--- src/rtl/prio_mux27_sched_if.sv ---
// Bundles the frame-control and grant signals of prio_mux27_sched.
// Signals:
//   start    : frame start request, sampled each clk
//   req      : 27-bit occupancy mask, bit k set means mux input k holds a candidate
//   stall    : downstream hold, suppresses new grants
//   sel      : registered mux select for prio_mux27
//   sel_vld  : sel carries a new grant this cycle
//   out_valid: mux output o is a granted candidate this cycle
//   out_idx  : input index that produced o while out_valid=1
//   busy     : scheduler is not idle
//   done     : one-cycle frame-complete pulse
//   trunc    : frame ended on the grant limit, valid while done=1
//   busy_err : one-cycle pulse, start seen while busy
// master drives start/req/stall; slave (the scheduler) drives the rest.
interface prio_mux27_sched_if;
  logic        start;
  logic [26:0] req;
  logic        stall;
  logic [4:0]  sel;
  logic        sel_vld;
  logic        out_valid;
  logic [4:0]  out_idx;
  logic        busy;
  logic        done;
  logic        trunc;
  logic        busy_err;

  modport master (
    output start, req, stall,
    input  sel, sel_vld, out_valid, out_idx, busy, done, trunc, busy_err
  );

  modport slave (
    input  start, req, stall,
    output sel, sel_vld, out_valid, out_idx, busy, done, trunc, busy_err
  );
endinterface

--- src/rtl/prio_mux27_sched.sv ---
// Frame scheduler for a 27-input mux: captures an occupancy mask on start and
// issues one grant per cycle in ascending index order, up to MAX_OUT grants,
// then reports completion. A one-cycle pipeline marks the mux output valid.
// Ports:
//   clk   : rising-edge clock
//   rst_n : asynchronous active-low reset
//   bus   : prio_mux27_sched_if.slave (start/req/stall in; sel, sel_vld,
//           out_valid, out_idx, busy, done, trunc, busy_err out)
module prio_mux27_sched #(
  parameter int unsigned MAX_OUT = 27
) (
  input  logic                  clk,
  input  logic                  rst_n,
  prio_mux27_sched_if.slave     bus
);

  localparam int unsigned N_IN  = 27;
  localparam int unsigned IDX_W = 5;
  localparam int unsigned CNT_W = 5;

  // Clamp into the legal 1..27 range so a bad override cannot stall a frame.
  localparam int unsigned MAX_CLAMP = (MAX_OUT < 1) ? 1 : ((MAX_OUT > N_IN) ? N_IN : MAX_OUT);
  localparam logic [CNT_W-1:0] MAX_CNT = CNT_W'(MAX_CLAMP);

  localparam logic [1:0] IDLE  = 2'd0;
  localparam logic [1:0] SCAN  = 2'd1;
  localparam logic [1:0] DRAIN = 2'd2;
  localparam logic [1:0] DONE  = 2'd3;

  logic [1:0]       state_q,     state_d;
  logic [N_IN-1:0]  pending_q,   pending_d;
  logic [CNT_W-1:0] count_q,     count_d;
  logic [IDX_W-1:0] sel_q,       sel_d;
  logic             sel_vld_q,   sel_vld_d;
  logic             trunc_q,     trunc_d;
  logic             busy_err_q,  busy_err_d;
  logic             busy_q,      done_q;
  logic             out_valid_q;
  logic [IDX_W-1:0] out_idx_q;
  logic [IDX_W-1:0] low_idx;

  // Lowest set bit of pending; descending scan so the lowest index wins.
  always_comb begin
    low_idx = '0;
    for (int i = N_IN - 1; i >= 0; i--) begin
      if (pending_q[i]) low_idx = IDX_W'(i);
    end
  end

  // Next-state and grant logic.
  always_comb begin
    state_d    = state_q;
    pending_d  = pending_q;
    count_d    = count_q;
    sel_d      = sel_q;
    sel_vld_d  = 1'b0;
    trunc_d    = trunc_q;
    busy_err_d = bus.start && (state_q != IDLE);

    case (state_q)
      IDLE: begin
        if (bus.start) begin
          pending_d = bus.req;
          count_d   = '0;
          trunc_d   = 1'b0;
          state_d   = SCAN;
        end
      end
      SCAN: begin
        if (pending_q == '0) begin
          state_d = DRAIN;
        end else if (!bus.stall) begin
          sel_d     = low_idx;
          sel_vld_d = 1'b1;
          // x & (x-1) clears exactly the lowest set bit.
          pending_d = pending_q & (pending_q - N_IN'(1));
          count_d   = count_q + CNT_W'(1);
          if (pending_d == '0) begin
            state_d = DRAIN;
          end else if (count_d == MAX_CNT) begin
            state_d = DRAIN;
            trunc_d = 1'b1;
          end
        end
      end
      DRAIN: begin
        state_d = DONE;
      end
      DONE: begin
        state_d = IDLE;
      end
      default: begin
        state_d = IDLE;
      end
    endcase
  end

  // State and output registers.
  always_ff @(posedge clk or negedge rst_n) begin
    if (!rst_n) begin
      state_q     <= IDLE;
      pending_q   <= '0;
      count_q     <= '0;
      sel_q       <= '0;
      sel_vld_q   <= 1'b0;
      trunc_q     <= 1'b0;
      busy_err_q  <= 1'b0;
      busy_q      <= 1'b0;
      done_q      <= 1'b0;
      out_valid_q <= 1'b0;
      out_idx_q   <= '0;
    end else begin
      state_q     <= state_d;
      pending_q   <= pending_d;
      count_q     <= count_d;
      sel_q       <= sel_d;
      sel_vld_q   <= sel_vld_d;
      trunc_q     <= trunc_d;
      busy_err_q  <= busy_err_d;
      busy_q      <= (state_d != IDLE);
      done_q      <= (state_d == DONE);
      // Mux has one cycle of latency; this stage tracks its output.
      out_valid_q <= sel_vld_q;
      out_idx_q   <= sel_q;
    end
  end

  assign bus.sel       = sel_q;
  assign bus.sel_vld   = sel_vld_q;
  assign bus.out_valid = out_valid_q;
  assign bus.out_idx   = out_idx_q;
  assign bus.busy      = busy_q;
  assign bus.done      = done_q;
  assign bus.trunc     = trunc_q;
  assign bus.busy_err  = busy_err_q;

endmodule

--- src/flat_wrapper.sv ---
// flat-port wrapper written by rule: the top's interface ports become plain ports
module prio_mux27_sched_flat 
#(
  parameter int unsigned MAX_OUT = 27
)
  (clk, rst_n, bus_start, bus_req, bus_stall, bus_sel, bus_sel_vld, bus_out_valid, bus_out_idx, bus_busy, bus_done, bus_trunc, bus_busy_err);
  prio_mux27_sched_if bus_i ();
  input  logic clk;
  input  logic rst_n;
  input wire logic [$bits(bus_i.start)-1:0] bus_start;
  input wire logic [$bits(bus_i.req)-1:0] bus_req;
  input wire logic [$bits(bus_i.stall)-1:0] bus_stall;
  output wire logic [$bits(bus_i.sel)-1:0] bus_sel;
  output wire logic [$bits(bus_i.sel_vld)-1:0] bus_sel_vld;
  output wire logic [$bits(bus_i.out_valid)-1:0] bus_out_valid;
  output wire logic [$bits(bus_i.out_idx)-1:0] bus_out_idx;
  output wire logic [$bits(bus_i.busy)-1:0] bus_busy;
  output wire logic [$bits(bus_i.done)-1:0] bus_done;
  output wire logic [$bits(bus_i.trunc)-1:0] bus_trunc;
  output wire logic [$bits(bus_i.busy_err)-1:0] bus_busy_err;
  assign bus_i.start = bus_start;
  assign bus_i.req = bus_req;
  assign bus_i.stall = bus_stall;
  assign bus_sel = bus_i.sel;
  assign bus_sel_vld = bus_i.sel_vld;
  assign bus_out_valid = bus_i.out_valid;
  assign bus_out_idx = bus_i.out_idx;
  assign bus_busy = bus_i.busy;
  assign bus_done = bus_i.done;
  assign bus_trunc = bus_i.trunc;
  assign bus_busy_err = bus_i.busy_err;
  prio_mux27_sched #(.MAX_OUT(MAX_OUT)) u_core (.clk(clk), .rst_n(rst_n), .bus(bus_i));
endmodule
--- config.mk ---
export PLATFORM = sky130hd
export DESIGN_NAME = prio_mux27_sched_flat
export DESIGN_NICKNAME = d
export VERILOG_FILES = /design/src/rtl/prio_mux27_sched_if.sv /design/src/rtl/prio_mux27_sched.sv /design/src/flat_wrapper.sv
export SDC_FILE = /design/constraint.sdc
export NUM_CORES = 1
export LEC_CHECK = 0
export CORE_UTILIZATION = 50
export CTS_CLUSTER_SIZE = 28
export DETAILED_ROUTE_END_ITERATION = 10
export GPL_TIMING_DRIVEN = 0
export PLACE_DENSITY = 0.75
export SLEW_MARGIN = 25
export SYNTH_ARGS = -nofsm -noshare
export SYNTH_HDL_FRONTEND = slang
export SYNTH_SLANG_ARGS = --single-unit
--- constraint.sdc ---
create_clock -name clk -period 4.3 [get_ports clk]
set_input_delay 0.86 -clock clk [delete_from_list [all_inputs] [get_ports clk]]
set_output_delay 0.86 -clock clk [all_outputs]
set_load 0.05 [all_outputs]
==> results.sh, run 1 <==
export IMPL_arrival_ns=3.07
export IMPL_coreArea_um2=5540
export IMPL_grt_pass1_vias=2533
export IMPL_viasPerCell=6.025
export IMPL_hold_violations=0
export IMPL_rsz0062_at_grt="no"
export IMPL_syn_num_nets=340
export IMPL_synthCells=307
export IMPL_netSwitchingFraction=0.4799
export IMPL_clock_sinks=50
export IMPL_setup_violations=0
export IMPL_detailedPlace_worstSlack_ns=1.511
export IMPL_cts_tree="yes"
export IMPL_status="finished, final reports clean"
export IMPL_first_pass_iters=4
export IMPL_synth_edff_count=0
export IMPL_layout_common_cells="dfrtp_1 (50), clkdlybuf4s50_1 (45), o21ai_0 (33)"
export IMPL_dieArea_um2=6071
export IMPL_path_clk_slew_ns=0.09
export IMPL_antenna_left=0
export IMPL_final_common_cell="dfrtp_1"
export IMPL_wl_per_cell_um=17.03
export IMPL_postCtsHoldBufs=0
export IMPL_rows=27
export IMPL_clock_latency_ns=0.32
export IMPL_synthArstFlopShare=1.000
export IMPL_nFillCells=472
export IMPL_hold_path_class="reg2reg"
export IMPL_final_min_clock_period_ns=2.858
export IMPL_grt_pass1_wl_um=12480
export IMPL_port_buffers=46
export IMPL_power_frac_clock=0.129
export IMPL_dieWidth_um=77.92
export IMPL_timing_hold_ws_ns=0.3834
export IMPL_htreeDepth=2
export IMPL_vias=2609
export IMPL_grt_use_total=0.2641
export IMPL_ctsResizeCount=0
export IMPL_min_from="u_core.bus.sel_vld$_DFF_PN0_"
export IMPL_drive_gt1_frac=0.1080
export IMPL_final_util=0.6439
export IMPL_root_buffer="clkbuf_8"
export IMPL_routed_wl_um=7372
export IMPL_synth_seq_area_share=0.4342
export IMPL_drc_errors=0
export IMPL_setup_slack_ns=1.442
export IMPL_cp_end_kind="flop"
export IMPL_dr_first_iter_drc_count=238
export IMPL_clock_path_buffers=2
export IMPL_p_comb_frac=0.603
export IMPL_maxCapViolCount=0
export IMPL_place_gp_congestion=0.8693
export IMPL_p_seq_frac=0.268
export IMPL_cts_setup_buffers=0
export IMPL_ios=47
export IMPL_power_leakage_nw=1.528
export IMPL_timing_rr_start="u_core.pending_q[16]$_DFFE_PN0P_"
export IMPL_tritoncts_num_buffers=5
export IMPL_tns_ns=0
export IMPL_relSlewSlack=0.5380
export IMPL_slew_violations=0
export IMPL_avgSynthCellArea_um2=9.386
export IMPL_crit_path_start_kind="flop"
export IMPL_worst_pin_slew_ns=0.6867
export IMPL_grt_overflow=0
export IMPL_dieHeight_um=77.92
export IMPL_cellPowerDensity_nw_per_um2=873.5
export IMPL_fin_nets=393
export IMPL_critPathRequiredTime_ns=4.51
export IMPL_path_max_fanout=10
export IMPL_timing_worst_setup_path_type="reg2reg"
export IMPL_crit_path_start="u_core.pending_q[16]$_DFFE_PN0P_"
export IMPL_post_route_period_util=0.6646
export IMPL_skew_ns=0.01084
export IMPL_synth_ff_type="dfrtp_1"
export IMPL_max_freq_mhz=349.9
export IMPL_synth_cell_types=57
export IMPL_syn_to_final_growth_pct=23.79
export IMPL_start_util=0.5201
export IMPL_antenna_found_initial=0
export IMPL_intPower_mw=1.621
export IMPL_n_antenna_cell=0
export IMPL_yosysWarnings=0
export IMPL_synth_area_um2=2882
export IMPL_p_sw_mw=1.495
export IMPL_grt_max_degree=51
export IMPL_dpl_hpwl_um=5184
export IMPL_ys_ff_latch=50
export IMPL_vdd_ir_drop_max_v=0.0004836
-- sequential cells by signal (all words and copies together) (netlist names) --
| register | flops |
|---|---|
| u_core.bus.sel | 5 |
| u_core.bus.out_idx | 5 |
| u_core.count_q | 5 |
| u_core.bus.busy_err | 1 |
| u_core.bus.sel_vld | 1 |
| u_core.pending_q | 27 |
| u_core.state_q | 2 |
| u_core.bus.trunc | 1 |
| u_core.bus.busy | 1 |
| u_core.bus.done | 1 |
| u_core.bus.out_valid | 1 |
-- power by group through the flow --
stage | logic (mW) | clock network [mW] | registers, mW
2_1_floorplan | 1.20 | 0 | 1.01
3_3_place_gp | 1.83 | 0 | 0.836
3_5_place_dp | 1.86 | 0 | 0.842
4_1_cts | 1.87 | 0.408 | 0.834
5_1_grt | 2.07 | 0.426 | 0.862
6_report | 1.88 | 0.400 | 0.835
-- synth_stat cells (3+ instances only) --
master,n,area [um^2]
nor2b_1,3,18.77
nor3_1,17,85.08
buf_6,3,33.78
nor4_4,3,63.81
o31ai_1,3,22.52
inv_1,13,48.80
a211oi_1,3,22.52
nor2_1,29,108.9
a211o_1,4,35.03
buf_2,7,35.03
dfrtp_1,50,1251
nand2_1,13,48.80
maj3_1,4,40.04
nor4_1,7,43.79
nand3_1,8,40.04
clkbuf_1,11,41.29
a22o_1,24,210.2
a21oi_1,15,75.07
o21ai_1,3,15.01
buf_4,3,22.52
or3_1,4,25.02
o21ai_0,33,165.2
or4_1,4,30.03
-- area by class of cell --
type / count / area (um^2) / area share
Buffer: 25 / 136.4 / 0.03823
Clock buffer: 5 / 68.82 / 0.01929
Clock inverter: 3 / 68.82 / 0.01929
Inverter: 14 / 52.55 / 0.01473
Multi-Input combinational cell: 218 / 1441 / 0.4041
Sequential cell: 50 / 1251 / 0.3508
Tap cell: 72 / 90.09 / 0.02525
Timing Repair Buffer: 46 / 457.9 / 0.1284
-- metrics by stage --
step | power, mW | area, um^2 | std cells
CTS | 3.109 | 3567 | 433
detailed placement | 2.697 | 3430 | 425
finish | 3.116 | 3567 | 433
global placement | 2.661 | 3432 | 425
floorplan | 2.206 | 2882 | 307
global route | 3.355 | 3567 | 433
-- critical path, cell delays in order, from the launching register on --
cell and delay [ns]:
dfrtp_1 0.37, clkbuf_1 0.21, nor4_1 0.67, nand2_1 0.25, nor4_1 0.54, or3_1 0.21, buf_2 0.22, o21ai_0 0.10
a21o_1 0.18
-- metal layers --
layer / track usage / part of all wire
met1: 0.3595 / 0.45
met2: 0.4150 / 0.47
met3: 0.04471 / 0.062
met4: 0.1130 / 0.024
met5: 0 / 0
-- cell families after synthesis --
family | share of synthesized area
AO/OA/AOI/OAI | 0.2649
flip-flops | 0.4342
buffers and inverters | 0.06556
adder cells (fa/ha/maj) | 0.02258
XOR/XNOR | 0.003040
AND/OR/NAND/NOR | 0.2097
-- final timing paths --
| kind | to | slack, ns | depth (start not counted) |
|---|---|---|---|
| max | u_core.count_q[2]$_DFFE_PN0P_ | 1.44 | 8 |
| min | u_core.bus.out_valid$_DFF_PN0_ | 0.38 | 0 |
| max reg2reg | u_core.count_q[2]$_DFFE_PN0P_ | 1.44 | 8 |
| min reg2reg | u_core.bus.out_valid$_DFF_PN0_ | 0.38 | 0 |
| max in group asynchronous | u_core.bus.busy$_DFF_PN0_ | 3.32 | 1 |
| min in group asynchronous | u_core.bus.sel[0]$_DFFE_PN0P_ | 0.56 | 1 |
Power figures use the tool's default switching activity.
==> run 2: changes to the inputs <==
==> constraint.sdc (replaced) <==
create_clock -name clk -period 2.9 [get_ports clk]
set_input_delay 0.58 -clock clk [delete_from_list [all_inputs] [get_ports clk]]
set_output_delay 0.58 -clock clk [all_outputs]
set_load 0.05 [all_outputs]
==> run 2 against run 1 <==
Effect of this change: worst setup slack worse by 1.3 ns; global-route usage unchanged; critical path depth grew 2; routed wire length rose by 0.65%; sequential power rose by 50%; first-iteration DRC count increased by 11%; register-to-register slack worse by 1.3 ns; final cell count is 0.23% higher; clock power increased by 50%; via count is 1.1% higher; die area is the same; highest routed layer unchanged.
==> results.sh, run 2 (synthesis gave the netlist of run 1 again) <==
export IMPL_regArea_um2=1251
export IMPL_final_common_cell="dfrtp_1"
export IMPL_final_min_clock_period_ns=2.784
export IMPL_final_cells=434
export IMPL_p_comb_frac=0.606
export IMPL_drive_gt1_frac=0.1133
export IMPL_dieWidth_um=77.92
export IMPL_wl_per_cell_um=17.10
export IMPL_netSwitchingFraction=0.4810
export IMPL_hold_violations=0
export IMPL_cellPowerDensity_nw_per_um2=1305
export IMPL_grt_pass1_wl_um=12480
export IMPL_dieHeight_um=77.92
export IMPL_critPathRequiredTime_ns=3.12
export IMPL_max_freq_mhz=359.3
export IMPL_cp_end_kind="flop"
export IMPL_cp_common_cell="buf_2"
export IMPL_grt_overflow=0
export IMPL_crit_path_start_kind="flop"
export IMPL_worst_pin_slew_ns=0.6270
export IMPL_hold_path_class="in2async"
export IMPL_antenna_left=0
export IMPL_dieArea_um2=6071
export IMPL_antenna_found_initial=0
export IMPL_first_pass_iters=5
export IMPL_timing_worst_setup_path_type="reg2reg"
export IMPL_largest_register_ffs=27
export IMPL_grt_pass1_vias=2533
export IMPL_vias=2639
export IMPL_port_buffers=46
export IMPL_status="finished, final reports clean"
export IMPL_setup_violations=0
export IMPL_fin_nets=394
export IMPL_p_seq_frac=0.266
export IMPL_tritoncts_num_buffers=5
export IMPL_htreeDepth=2
export IMPL_slew_violations=0
export IMPL_coreArea_um2=5540
export IMPL_dp_cells=425
export IMPL_ios=47
export IMPL_viasPerCell=6.081
export IMPL_dr_first_iter_drc_count=264
export IMPL_arrival_ns=3.00
export IMPL_relSlewSlack=0.5820
export IMPL_multi_input_area_um2=1456
export IMPL_largest_register="u_core.pending_q"
export IMPL_clock_path_buffers=2
export IMPL_drc_errors=0
export IMPL_syn_to_final_growth_pct=24.58
export IMPL_layout_common_cells="dfrtp_1 (50), clkdlybuf4s50_1 (45), o21ai_0 (33)"
export IMPL_n_antenna_cell=0
export IMPL_setup_slack_ns=0.1165
export IMPL_clock_latency_ns=0.32
export IMPL_power_leakage_nw=1.538
export IMPL_power_frac_clock=0.128
export IMPL_vdd_ir_drop_max_v=0.0007269
export IMPL_rows=27
export IMPL_root_buffer="clkbuf_8"
export IMPL_maxCapViolCount=0
export IMPL_cts_tree="yes"
export IMPL_slowest_stage="dfrtp_1"
export IMPL_postCtsHoldBufs=0
export IMPL_grt_max_degree=51
export IMPL_routed_wl_um=7420
export IMPL_grt_use_total=0.2641
export IMPL_place_gp_congestion=0.8693
export IMPL_start_util=0.5201
export IMPL_rsz0062_at_grt="no"
export IMPL_nFillCells=469
export IMPL_intPower_mw=2.430
export IMPL_path_cells="buf_6 > nor4_4 > and4_1 > buf_4 > nand4_4 > a31oi_4 > nor2_1 > buf_2 > buf_2 > a32o_1"
export IMPL_post_route_period_util=0.9598
export IMPL_clock_sinks=50
export IMPL_detailedPlace_worstSlack_ns=0.1107
export IMPL_path_clk_slew_ns=0.10
export IMPL_dpl_hpwl_um=5184
export IMPL_p_sw_mw=2.253
export IMPL_skew_ns=0.01210
export IMPL_path_max_fanout=10
export IMPL_slowest_delay_ns=0.40
-- run 2: cell types whose count changed in the layout (fill, tap and decap cells not counted) --
cell,before,now
nor4_1,7,6
buf_4,4,5
nor4_4,3,4
-- run 2: cell type report --
cell class | instances | area share
Buffer | 25 | 0.03799
Clock inverter | 3 | 0.01917
Timing Repair Buffer | 47 | 0.1297
Sequential cell | 50 | 0.3486
Tap cell | 72 | 0.02510
Multi-Input combinational cell | 218 | 0.4057
Inverter | 14 | 0.01464
Clock buffer | 5 | 0.01917
-- run 2: timing repair --
item	4_1_cts	5_1_grt
hold endpoints to repair	0	0
setup buffers	0	1
setup endpoints to repair	0	11
gates resized for setup	0	2
-- run 2: worst paths after layout --
check | startpoint | end | slack [ns] | cells past startpoint
worst max-delay path | u_core.pending_q[8]$_DFFE_PN0P_ | u_core.pending_q[11]$_DFFE_PN0P_ | 0.12 | 10
worst min-delay path | rst_n | u_core.count_q[0]$_DFFE_PN0P_ | 0.28 | 1
worst max register to register | u_core.pending_q[8]$_DFFE_PN0P_ | u_core.pending_q[11]$_DFFE_PN0P_ | 0.12 | 10
worst min register to register | u_core.bus.sel_vld$_DFF_PN0_ | u_core.bus.out_valid$_DFF_PN0_ | 0.39 | 0
max in group asynchronous | rst_n | u_core.pending_q[18]$_DFFE_PN0P_ | 2.20 | 1
min in group clk | u_core.bus.sel_vld$_DFF_PN0_ | u_core.bus.out_valid$_DFF_PN0_ | 0.39 | 0
-- run 2: metrics by stage --
stage | area, um^2 | power, mW | hold slack [ns] | TNS, ns | util
6_report | 3590 | 4.683 | 0.2752 | 0 | 0.6479
2_1_floorplan | 2882 | 3.271 | 0.2844 | 0 | -
3_5_place_dp | 3430 | 3.999 | 0.3700 | 0 | 0.6190
3_3_place_gp | 3432 | 3.946 | 0.3630 | -8.616 | 0.6195
5_1_grt | 3590 | 5.018 | 0.3250 | 0 | 0.6479
4_1_cts | 3567 | 4.611 | 0.3013 | 0 | 0.6439
-- run 2: power by group through the flow --
| stage | registers (mW) | logic (mW) | clock network, mW |
|---|---|---|---|
| floorplan | 1.49 | 1.78 | 0 |
| global placement | 1.24 | 2.71 | 0 |
| detailed placement | 1.25 | 2.75 | 0 |
| CTS | 1.24 | 2.77 | 0.606 |
| global route | 1.29 | 3.10 | 0.631 |
| finish | 1.25 | 2.84 | 0.600 |
-- run 2: worst max-delay path, delay by kind of cell, from the launching register on --
family	cells	cell delay, ns
AO/OA/AOI/OAI	2	0.65
buffers and inverters	4	0.72
AND/OR/NAND/NOR	4	0.92
flip-flops	1	0.40
-- run 2: per-layer routing --
metal / global-route usage / routed length, um / vias up
met4: 0.1130 / 198 / 0
met1: 0.3595 / 3408 / 1265
met5: 0 / 0 / -
met3: 0.04471 / 414 / 18
met2: 0.4150 / 3398 / 107
li1: - / - / 1249
==> run 3: changes to the inputs <==
--- a/config.mk
+++ b/config.mk
@@ -5,11 +5,13 @@
 export SDC_FILE = /design/constraint.sdc
 export NUM_CORES = 1
 export LEC_CHECK = 0
-export CORE_UTILIZATION = 50
+export ABC_AREA = 1
+export CAP_MARGIN = 20
+export CORE_UTILIZATION = 53
 export CTS_CLUSTER_SIZE = 28
 export DETAILED_ROUTE_END_ITERATION = 10
 export GPL_TIMING_DRIVEN = 0
-export PLACE_DENSITY = 0.75
+export PLACE_DENSITY = 0.8
 export SLEW_MARGIN = 25
 export SYNTH_ARGS = -nofsm -noshare
 export SYNTH_HDL_FRONTEND = slang
==> run 3 against run 2 <==
Effect of this change: critical path depth rose by 6; global-route usage hardly changed; synthesized cell count is 20% higher; fmax increased by 12%; hold slack lost 0.00069 ns; first-iteration DRC count down 32%.
==> results.sh, run 3 <==
export IMPL_dp_cells=481
export IMPL_ys_ff_latch=50
export IMPL_synth_seq_area_share=0.4533
export IMPL_synth_most_common_cell="nand2_1"
export IMPL_worst_pin_slew_ns=0.6261
export IMPL_cellPowerDensity_nw_per_um2=1112
export IMPL_layout_common_cells="nand2_1 (101), dfrtp_1 (50), inv_1 (46)"
export IMPL_dieHeight_um=74.17
export IMPL_final_common_cell="nand2_1"
export IMPL_synth_common_cells="nand2_1 (101), dfrtp_1 (50), inv_1 (46), o21ai_0 (41), nor2_1 (36)"
export IMPL_path_cells="nor2_2 > nand2_1 > nor2_2 > nand2_2 > clkinv_2 > nand2_2 > o21ai_1 > nand3_1 > nor3_2 > nand4_1 > nand2_1 > nand2_1 > nand3_2 > nand2_1 > o21ai_2 > nand2_1"
export IMPL_worstReg2RegEnd="u_core.bus.busy$_DFF_PN0_"
export IMPL_post_route_period_util=0.8556
export IMPL_grt_use_total=0.2645
export IMPL_viasPerCell=5.421
export IMPL_largest_register_ffs=27
export IMPL_netlist_top_cell_by_area="dfrtp_1"
export IMPL_path_max_fanout=5
export IMPL_place_gp_congestion=0.9139
export IMPL_cp_common_cell="nand2_1"
export IMPL_clock_sinks=50
export IMPL_htreeDepth=2
export IMPL_status="finished, final reports clean"
export IMPL_syn_num_nets=401
export IMPL_dieWidth_um=74.17
export IMPL_tns_ns=0
export IMPL_rows=25
export IMPL_crit_path_start_kind="flop"
export IMPL_start_util=0.5656
export IMPL_n_antenna_cell=0
export IMPL_syn_to_final_growth_pct=23.07
export IMPL_arrival_ns=2.69
export IMPL_synth_ff_type="dfrtp_1"
export IMPL_path_clk_slew_ns=0.11
export IMPL_avgSynthCellArea_um2=7.500
export IMPL_cp_end_kind="flop"
export IMPL_vias=2651
export IMPL_synthArstFlopShare=1.000
export IMPL_first_pass_iters=7
export IMPL_largest_register="u_core.pending_q"
export IMPL_max_freq_mhz=403.0
export IMPL_synth_area_um2=2760
export IMPL_ctsResizeCount=0
export IMPL_timing_rr_start="u_core.pending_q[8]$_DFFE_PN0P_"
export IMPL_postCtsHoldBufs=0
export IMPL_antenna_found_initial=0
export IMPL_fin_area_um2=3397
export IMPL_routed_wl_um=6593
export IMPL_clock_path_buffers=2
export IMPL_crit_buf_inv=1
export IMPL_grt_pass1_vias=2334
export IMPL_ios=47
export IMPL_synthCells=368
export IMPL_setup_violations=0
export IMPL_power_leakage_nw=1.621
export IMPL_skew_ns=0.01353
export IMPL_slowest_stage="dfrtp_1"
export IMPL_yosys_area_top_type_share=0.4533
export IMPL_vdd_ir_drop_max_v=0.0004845
export IMPL_drive_gt1_frac=0.07109
export IMPL_fin_nets=454
export IMPL_grt_max_degree=51
export IMPL_dr_first_iter_drc_count=179
export IMPL_antenna_left=0
export IMPL_cts_tree="yes"
export IMPL_synth_cell_types=35
export IMPL_rsz0062_at_grt="no"
export IMPL_drc_errors=0
export IMPL_coreArea_um2=4880
export IMPL_path_delay_family="simple AND/OR/NAND/NOR gates"
export IMPL_r2r_setup_slack_ns=0.42
export IMPL_synth_edff_count=0
export IMPL_final_util=0.6962
export IMPL_wl_per_cell_um=13.48
export IMPL_slowest_delay_ns=0.47
export IMPL_port_buffers=46
export IMPL_synth_area_leaders="dfrtp_1 (45%), nand2_1 (14%), o21ai_0 (7.4%)"
export IMPL_final_min_clock_period_ns=2.481
export IMPL_grt_overflow=0
export IMPL_hold_path_class="in2async"
export IMPL_maxCapViolCount=0
export IMPL_critPathRequiredTime_ns=3.10
export IMPL_place_area_um2=3302
export IMPL_timing_worst_setup_path_type="reg2reg"
export IMPL_clock_latency_ns=0.32
export IMPL_final_cells=489
export IMPL_root_buffer="clkbuf_8"
export IMPL_reg2regPathDepth=16
export IMPL_dpl_hpwl_um=4826
export IMPL_nFillCells=419
export IMPL_timing_hold_ws_ns=0.2745
export IMPL_hold_violations=0
export IMPL_slew_violations=0
export IMPL_relSlewSlack=0.5826
export IMPL_tritoncts_num_buffers=5
export IMPL_dieArea_um2=5500
export IMPL_grt_pass1_wl_um=11000
export IMPL_yosysWarnings=0
export IMPL_cts_setup_buffers=0
-- run 3: cells by family after synthesis --
| family | count (synthesis) | synth area share |
|---|---|---|
| AO/OA/AOI/OAI | 84 | 0.1809 |
| XOR/XNOR | 3 | 0.009521 |
| adder cells (fa/ha/maj) | 2 | 0.009065 |
| buffers and inverters | 60 | 0.08295 |
| flip-flops | 50 | 0.4533 |
| AND/OR/NAND/NOR | 169 | 0.2643 |
-- run 3: cell type report --
| type | instances | area, um^2 | area share |
|---|---|---|---|
| multi-input combinational | 258 | 1280 | 0.3768 |
| sequential | 50 | 1251 | 0.3683 |
| timing repair buffer | 46 | 457.9 | 0.1348 |
| inverter | 49 | 185.2 | 0.05451 |
| tap | 67 | 83.83 | 0.02468 |
| clock buffer | 5 | 68.82 | 0.02026 |
| buffer | 11 | 43.79 | 0.01289 |
| clock inverter | 3 | 26.28 | 0.007735 |
-- run 3: worst max path at each step --
stage,endpoint,start,cells after the start
after floorplan,u_core.bus.busy$_DFF_PN0_,u_core.pending_q[3]$_DFFE_PN0P_,16
after CTS,u_core.bus.busy$_DFF_PN0_,u_core.pending_q[0]$_DFFE_PN0P_,16
after global routing,u_core.bus.busy$_DFF_PN0_,u_core.pending_q[3]$_DFFE_PN0P_,16
final,u_core.bus.busy$_DFF_PN0_,u_core.pending_q[8]$_DFFE_PN0P_,16
after detailed placement,u_core.bus.busy$_DFF_PN0_,u_core.pending_q[0]$_DFFE_PN0P_,16
after global placement,u_core.pending_q[4]$_DFFE_PN0P_,rst_n,1
-- run 3: power by group --
part           switching [mW]  internal [mW]  total [mW]
Combinational            1.40          0.697        2.10
Sequential              0.260          0.983        1.24
Clock                   0.260          0.178       0.438
-- run 3: metal layers --
metal | part of all wire | wire length [um] | GRT usage | vias up
met5 | 0 | 0 | 0 | -
met4 | 0.013 | 85 | 0.08761 | 0
met3 | 0.046 | 303 | 0.03930 | 8
met2 | 0.46 | 3037 | 0.4192 | 84
met1 | 0.48 | 3166 | 0.3727 | 1252
li1 | - | - | - | 1307
-- run 3: through the flow --
step	setup slack (ns)	power, mW
detailed placement	0.4741	3.325
global placement	-0.2034	3.284
floorplan	0.9014	2.726
CTS	0.4446	3.766
finish	0.4187	3.778
global route	0.2312	4.100
